===== src/rtl/run_ctrl.sv =====
// run_ctrl: sequences imem load, staggered core reset release, run-cycle counting and halt/timeout end of run
// Ports: clk; reset (async, active-low); start pulse; load_req/load_ack loader handshake;
//   halt_req[NUM_DOMAINS] per-core halt; core_reset[NUM_DOMAINS] active-high core resets;
//   running/done state flags; halted/timeout sticky end cause; cycle_cnt run-cycle count.
// Optional: define RUN_CTRL_RETIRE_EN to add retire[NUM_DOMAINS] input and retire_cnt output.
module run_ctrl #(
    parameter int RST_HOLD_CYCLES = 1,
    parameter int TIMEOUT_CYCLES  = 50,
    parameter int NUM_DOMAINS     = 1,
    parameter int CNT_W           = 16
) (
    input  logic                   clk,
    input  logic                   reset,
    input  logic                   start,
    output logic                   load_req,
    input  logic                   load_ack,
    input  logic [NUM_DOMAINS-1:0] halt_req,
    output logic [NUM_DOMAINS-1:0] core_reset,
    output logic                   running,
    output logic                   done,
    output logic                   halted,
    output logic                   timeout,
    output logic [CNT_W-1:0]       cycle_cnt
`ifdef RUN_CTRL_RETIRE_EN
    ,
    input  logic [NUM_DOMAINS-1:0] retire,
    output logic [CNT_W-1:0]       retire_cnt
`endif
);
    localparam int RH = (RST_HOLD_CYCLES < 1) ? 1 : RST_HOLD_CYCLES;
    localparam int HW = $clog2(RH + NUM_DOMAINS + 1);
    typedef enum logic [2:0] {IDLE, LOAD, HOLD, RUN, DONE} state_t;
    state_t                 state_q, state_d;
    logic [HW-1:0]          h_q, h_d;
    logic [NUM_DOMAINS-1:0] core_reset_q, core_reset_d;
    logic                   load_req_q, load_req_d;
    logic                   running_q, running_d;
    logic                   done_q, done_d;
    logic                   halted_q, halted_d;
    logic                   timeout_q, timeout_d;
    logic [CNT_W-1:0]       cycle_cnt_q, cycle_cnt_d;
    logic                   hit_halt, hit_to;
    always_comb begin
        hit_halt = |halt_req;
        hit_to   = (TIMEOUT_CYCLES != 0) && (32'(cycle_cnt_q) == 32'(TIMEOUT_CYCLES - 1));
        state_d  = state_q;
        case (state_q)
            IDLE:    state_d = start ? LOAD : IDLE;
            LOAD:    state_d = load_ack ? HOLD : LOAD;
            HOLD:    state_d = (h_q == HW'(RH + NUM_DOMAINS - 2)) ? RUN : HOLD;
            RUN:     state_d = (hit_halt || hit_to) ? DONE : RUN;
            DONE:    state_d = start ? LOAD : DONE;
            default: state_d = IDLE;
        endcase
        h_d = (state_q == HOLD) ? h_q + 1'b1 : '0;
        // released domains stay released until the run ends; domain i drops when h reaches RH-1+i
        core_reset_d = '1;
        if (state_d == HOLD || state_d == RUN)
            for (int i = 0; i < NUM_DOMAINS; i++)
                core_reset_d[i] = core_reset_q[i] & ~(state_q == HOLD && h_q == HW'(RH - 1 + i));
        load_req_d  = state_d == LOAD;
        running_d   = state_d == RUN;
        done_d      = state_d == DONE;
        halted_d    = halted_q;
        timeout_d   = timeout_q;
        cycle_cnt_d = cycle_cnt_q;
        if (state_d == LOAD) begin
            halted_d    = 1'b0;
            timeout_d   = 1'b0;
            cycle_cnt_d = '0;
        end else if (state_q == RUN && state_d == DONE) begin
            halted_d  = hit_halt;
            timeout_d = ~hit_halt;
        end else if (state_q == RUN) begin
            cycle_cnt_d = (&cycle_cnt_q) ? cycle_cnt_q : cycle_cnt_q + 1'b1;
        end
    end
    always_ff @(posedge clk or negedge reset) begin
        if (!reset) begin
            state_q      <= IDLE;
            h_q          <= '0;
            core_reset_q <= '1;
            load_req_q   <= 1'b0;
            running_q    <= 1'b0;
            done_q       <= 1'b0;
            halted_q     <= 1'b0;
            timeout_q    <= 1'b0;
            cycle_cnt_q  <= '0;
        end else begin
            state_q      <= state_d;
            h_q          <= h_d;
            core_reset_q <= core_reset_d;
            load_req_q   <= load_req_d;
            running_q    <= running_d;
            done_q       <= done_d;
            halted_q     <= halted_d;
            timeout_q    <= timeout_d;
            cycle_cnt_q  <= cycle_cnt_d;
        end
    end
    assign load_req   = load_req_q;
    assign core_reset = core_reset_q;
    assign running    = running_q;
    assign done       = done_q;
    assign halted     = halted_q;
    assign timeout    = timeout_q;
    assign cycle_cnt  = cycle_cnt_q;
`ifdef RUN_CTRL_RETIRE_EN
    logic [CNT_W-1:0] retire_cnt_q, retire_cnt_d;
    logic [CNT_W:0]   retire_sum;
    always_comb begin
        retire_sum   = {1'b0, retire_cnt_q} + (CNT_W + 1)'($countones(retire));
        retire_cnt_d = (state_d == LOAD) ? '0 :
                       (state_q == RUN)  ? (retire_sum[CNT_W] ? '1 : retire_sum[CNT_W-1:0]) :
                                           retire_cnt_q;
    end
    always_ff @(posedge clk or negedge reset) begin
        if (!reset) retire_cnt_q <= '0;
        else        retire_cnt_q <= retire_cnt_d;
    end
    assign retire_cnt = retire_cnt_q;
`endif
endmodule


===== config.mk =====
export PLATFORM = sky130hd
export DESIGN_NAME = run_ctrl
export DESIGN_NICKNAME = d
export VERILOG_FILES = /design/src/rtl/run_ctrl.sv
export SDC_FILE = /design/constraint.sdc
export NUM_CORES = 1
export LEC_CHECK = 0
export ABC_AREA = 1
export CORE_MARGIN = 2
export CORE_UTILIZATION = 47
export CTS_CLUSTER_DIAMETER = 50
export CTS_CLUSTER_SIZE = 12
export DETAILED_ROUTE_END_ITERATION = 12
export PLACE_DENSITY = 0.79
export SYNTH_ARGS = -nofsm -noshare
export SYNTH_HDL_FRONTEND = slang
export SYNTH_SLANG_ARGS = --single-unit

===== constraint.sdc =====
create_clock -name clk -period 1.6 [get_ports clk]
set_input_delay 0.4 -clock clk [delete_from_list [all_inputs] [get_ports clk]]
set_output_delay 0.4 -clock clk [all_outputs]
set_load 0.02 [all_outputs]

==> results of run 1 <==
[timing repair]
item / in CTS / in global routing
resized for setup: 28 / 24
buffers inserted: 0 / 1
pin swaps: 0 / 8
hold buffers: 0 / 0
endpoints found under the setup margin: 37 / 23
[metal layers]
layer | track usage [%] | vias to the layer above
li1 | - | 847
met1 | 28.1 | 781
met2 | 38.4 | 47
met3 | 2.52 | 7
met4 | 6.67 | 0
met5 | 0 | -
[power breakdown]
part           total (W)  internal [W]  switching [W]
registers        0.00120      0.000959       0.000238
logic            0.00242      0.000983        0.00144
clock network   0.000309     0.0000978       0.000212
total            0.00393       0.00204        0.00189
[stage by stage]
step / util, % / std cells / setup slack [ps] / hold slack [ps] / total power (W)
final: 67.2 / 333 / 3.93 / 396 / 0.00393
after global routing: 67.2 / 333 / -89.1 / 394 / 0.00429
after detailed placement: 64.6 / 328 / -71.4 / 420 / 0.00362
after floorplan: - / 232 / 21.5 / 104 / 0.00257
after global placement: 64.6 / 328 / -35.3 / 414 / 0.00358
after CTS: 64.8 / 332 / 2.38 / 401 / 0.00379
[worst paths after layout]
kind	startpoint	slack (ps)	end
max	cycle_cnt[1]$_DFFE_PN0P_	4	cycle_cnt[6]$_DFFE_PN0P_
min	reset	400	cycle_cnt[11]$_DFFE_PN0P_
max reg2reg	cycle_cnt[1]$_DFFE_PN0P_	4	cycle_cnt[6]$_DFFE_PN0P_
min reg2reg	h_q[0]$_DFF_PN0_	430	h_q[0]$_DFF_PN0_
max in group asynchronous	reset	960	core_reset$_DFF_PN1_
min in group clk	h_q[0]$_DFF_PN0_	430	h_q[0]$_DFF_PN0_
[synth_stat cells, drive strengths merged]
master / instances
nand2: 79
nor2: 42
nand3: 28
dfrtp: 26
inv: 20
o21ai: 8
buf: 5
nand4: 5
nor3: 5
a21oi: 4
xor2: 4
ha: 3
xnor2: 2
dfstp: 1
[state kept, by name, summed over array words and instances, names as in the netlist]
register and cells:
cycle_cnt 16, state_q 3, h_q 2, core_reset 1
done 1, halted 1, load_req 1, running 1
timeout 1
[cell families after synthesis]
logic type / Yosys count / synth area share, %
simple gates: 159 / 41.7
flops: 27 / 41.6
compound gates: 12 / 4.38
xor+xnor: 6 / 3.23
buf+inv: 25 / 6.77
fa+ha+maj: 3 / 2.31
[worst max-delay path, cell delays in order, from the launching register on]
cell and delay [ps]:
dfrtp_2 410, buf_6 100, ha_4 140, nand3_4 70
nor3_4 230, nand3_2 110, nand2_2 90, nand2_4 80
buf_6 150, nand3_1 70, nand2_1 50
[area by class of cell]
type,count,area (um^2)
timing repair buffer,56,482
tap,46,57.6
fill,307,1090
multi-input combinational,180,922
sequential,27,681
inverter,20,75.1
clock buffer,4,26.3
==> flow_summary_export.csv, run 1 <==
group,metric,value,unit
floorplan,start_util,48.7,%
global_routing,grt_pass1_wl,7.02,mm
sta,fin_crit,1600,ps
synthesis,syn-num-nets,240,
routing,num_vias,1682,
synthesis,synth.avg_cell_area,7.01,um^2
worst_setup_path,cp-start-kind,"register",
floorplan,dieArea,3950,um^2
sta,rsz0062_at_grt,"yes",
final_layout,layout_common_cells,"nand2_1, nor2_1, buf_4, dfrtp_1, nand3_1",
routing,drt_wl_total,4.01,mm
placement,portBuffers,26,
routing,ant_nets,0,
sta,setup_viol,0,
synthesis,syn_area,1630,um^2
final_layout,antennaDiodeCount,0,
routing,wl_met1,1.79,mm
final_layout,layout_commonest_cell,"nand2_1",
clocking,ctsHtreeMaxLevel,1,
final_layout,final_area,2240,um^2
synthesis,synth_seq_cells,27,
worst_setup_path,cp_max_fo,8,
clocking,path_clk_slew,150,ps
synthesis,yosys_warnings,0,
placement,place.gp.congestion,0.894,
floorplan,rows,21,
floorplan,chipWidth,62.8,um
final_layout,drive_gt1_share,20.6,%
worst_setup_path,arrival,1840,ps
sta,worst_pin_slew,442,ps
floorplan,core-area,3340,um^2
synthesis,yosys.area.top_type,"dfrtp_1",
placement,place_hpwl,2.90,mm
synthesis,synth_cells,232,
clocking,cts-buffers-inserted,3,
sta,timing.final.max_slew_violations,0,
status,outcome,"completed",
clocking,cts.sinks,27,
clocking,cts_tree,"yes",
final_layout,syn2layout_area_growth,37.9,%
synthesis,yosysTopAreaCellShare,40.0,%
clocking,cts_root_buf,"clkbuf_4",
power_and_ir_drop,power_density,1750,nW/um^2
sta,fin_tns_setup,0,ps
routing,routed.top_layer,"met4",
global_routing,grt_usage,21.9,%
routing,viasPerCell,5.05,
power_and_ir_drop,max-vdd-ir-drop,1090,uV
global_routing,grt_pass1_vias,1607,
routing,met3_wirelength,171,um
worst_setup_path,path_class,"reg -> reg",
worst_setup_path,r2r_cells,10,
routing,dr_wl_met2,2.01,mm
routing,firstDrtPassIters,4,
final_layout,final_nets,296,
sta,slew_headroom,70.3,%
global_routing,grt_max_degree,28,
routing,drt_iter0_drc,126,
global_routing,antenna_found_initial,0,
worst_setup_path,cp-end-kind,"register",
power_and_ir_drop,p_leak,1.14,nW
synthesis,synth.distinct_cells,22,
floorplan,die_h,62.8,um
sta,finClkSkew,2.73,ps
sta,period_share,99.8,%
synthesis,ys_seq_area_share,41.6,%
placement,dpl-instance-area,2150,um^2
job,max_cap_viol_count,0,
synthesis,synthTopCellsByArea,"dfrtp_1, nand2_1, nor2_1",
clocking,clockBufferDepth,2,
global_routing,grt_remaining_overflow,0,
worst_hold_path,hold_class,"in -> async",
sta,hold_viol,0,
worst_setup_path,critPathRequiredTime,1840,ps
routing,wl_per_cell,12.0,um
routing,drc,0,
clocking,insertion_delay,330,ps
sta,timing.fmax,0.627,GHz
floorplan,ios,27,
Power figures use the tool's default switching activity.
==> inputs of run 2 (changes only) <==
--- a/config.mk
+++ b/config.mk
@@ -11,7 +11,9 @@
 export CTS_CLUSTER_DIAMETER = 50
 export CTS_CLUSTER_SIZE = 12
 export DETAILED_ROUTE_END_ITERATION = 12
+export GPL_TIMING_DRIVEN = 0
 export PLACE_DENSITY = 0.79
+export SKIP_LAST_GASP = 1
 export SYNTH_ARGS = -nofsm -noshare
 export SYNTH_HDL_FRONTEND = slang
 export SYNTH_SLANG_ARGS = --single-unit
==> run 2 against run 1 <==
The flow now finishes with violations (setup timing). Combinational power about the same. Routed wire length is 8.2% higher. Count of clock-buffer cells in the layout is the same. Die area did not move. Clock skew is 9.4 ps higher. Register-to-register slack got worse by 70 ps. Critical path depth stayed put. Flip-flop and latch count unchanged. Setup slack got worse by 70 ps. Cell count fell by 2.4%.
==> flow_summary_export.csv, run 2 (synthesis gave the netlist of run 1 again) <==
group,metric,value,unit
sta,layout_setup_ws,-65.7,ps
final_layout,largest_register_ffs,16,
final_layout,drive_gt1_share,21.5,%
sta,finClkSkew,12.2,ps
clocking,ctsHoldBuffers,0,
global_routing,grt_remaining_overflow,0,
worst_setup_path,crit_path_start,"cycle_cnt[1]$_DFFE_PN0P_",
routing,drt_iter0_drc,128,
power_and_ir_drop,p_leak,1.11,nW
routing,num_vias,1658,
placement,pre_cts_ws,-377,ps
sta,period_share,104,%
worst_setup_path,reg2reg_slack,-70,ps
global_routing,grt_pass1_wl,6.76,mm
clocking,cts-buffers-inserted,3,
worst_setup_path,cp-start-kind,"register",
sta,timing.final.max_slew_violations,0,
clocking,ctsHtreeMaxLevel,1,
sta,setup_viol,15,
clocking,cts.sinks,27,
sta,slew_headroom,60.4,%
floorplan,core-area,3340,um^2
worst_setup_path,r2r_end,"cycle_cnt[0]$_DFFE_PN0P_",
clocking,cts_root_buf,"clkbuf_4",
floorplan,start_util,48.7,%
floorplan,ios,27,
floorplan,rows,21,
worst_hold_path,hold_class,"in -> async",
final_layout,layout_commonest_cell,"nand2_1",
floorplan,chipWidth,62.8,um
worst_setup_path,cp_max_fo,6,
worst_setup_path,arrival,1950,ps
routing,firstDrtPassIters,4,
placement,dpl-instance-area,1960,um^2
final_layout,final_nets,288,
final_layout,final_area,2210,um^2
sta,fin_crit,1670,ps
power_and_ir_drop,p_total,0.00405,W
routing,viasPerCell,5.10,
sta,rsz0062_at_grt,"yes",
worst_setup_path,cp-end-kind,"register",
final_layout,layout_common_cells,"nand2_1, nor2_1, nand3_1, inv_1, dlygate4sd2_1",
worst_setup_path,critPathRequiredTime,1880,ps
floorplan,dieArea,3950,um^2
placement,portBuffers,26,
status,outcome,"complete, but fails checks",
clocking,insertion_delay,340,ps
power_and_ir_drop,power_density,1830,nW/um^2
status,violations,"setup timing",
sta,hold_viol,0,
final_layout,antennaDiodeCount,0,
final_layout,syn2layout_area_growth,36.1,%
routing,wl_per_cell,13.4,um
routing,drt_wl_total,4.34,mm
final_layout,postLayoutCoreUtil,66.3,%
worst_setup_path,path_class,"reg -> reg",
placement,place_hpwl,2.63,mm
global_routing,grt_max_degree,28,
placement,place.gp.congestion,0.884,
job,max_cap_viol_count,0,
sta,fin_tns_setup,-656,ps
global_routing,grt_pass1_vias,1461,
routing,drc,0,
global_routing,antenna_found_initial,0,
worst_setup_path,r2r_start,"cycle_cnt[1]$_DFFE_PN0P_",
worst_setup_path,cp-endpoint,"cycle_cnt[0]$_DFFE_PN0P_",
clocking,cts_tree,"yes",
sta,worst_pin_slew,594,ps
global_routing,grt_usage,21.2,%
clocking,clockBufferDepth,2,
floorplan,die_h,62.8,um
routing,ant_nets,0,
sta,timing.fmax,0.600,GHz
worst_setup_path,r2r_cells,10,
clocking,path_clk_slew,160,ps
power_and_ir_drop,max-vdd-ir-drop,811,uV
## run 2: layout make-up
type / instances / area, um^2
fillers: 315 / 1120
multi-input cells: 180 / 907
plain buffers: 5 / 61.3
repair buffers: 43 / 392
clock buffers: 4 / 26.3
flip-flops and latches: 27 / 694
well taps: 46 / 57.6
inverters: 20 / 75.1
## run 2: worst max-delay path, stage by stage, from the launching register on
cell       delay (ps)
dfrtp_2           440
ha_4              180
nand3_4           110
nor3_4            230
nand3_2           110
nand2_2           100
nand2_4           100
nand2_8           110
clkbuf_16         150
nand2_2            40
nand2_1            50
## run 2: per-layer routing
metal  global-route usage [%]  share of wire (%)  up-vias
met5                        0                  0        -
met2                     36.3                 49       64
li1                         -                  -      823
met1                     28.1                 41      764
met3                     2.16                8.5        7
met4                     6.94                1.7        0
## run 2: timing repair
item                       CTS  global route
pin swaps                    1             7
setup endpoints to repair   41            30
buffers inserted             4            11
gates resized for setup     29            31
gates cloned                 0             2
## run 2: worst min-delay path by stage
stage | end | slack (ps) | cells after the start
global placement | h_q[0]$_DFF_PN0_ | 410 | 1
floorplan | cycle_cnt[0]$_DFFE_PN0P_ | 100 | 0
CTS | h_q[0]$_DFF_PN0_ | 450 | 1
finish | cycle_cnt[11]$_DFFE_PN0P_ | 40 | 1
detailed placement | h_q[0]$_DFF_PN0_ | 430 | 1
global route | cycle_cnt[11]$_DFFE_PN0P_ | 80 | 1
## run 2: power by group
| part | internal, W | switching [W] |
|---|---|---|
| Clock | 0.0000981 | 0.000214 |
| Combinational | 0.00104 | 0.00136 |
| Sequential | 0.000980 | 0.000358 |
## run 2: per-stage QoR
| stage | hold WS (ps) | std cells |
|---|---|---|
| floorplan | 104 | 232 |
| global placement | 411 | 304 |
| detailed placement | 431 | 304 |
| CTS | 450 | 312 |
| global route | 83.0 | 325 |
| finish | 37.5 | 325 |
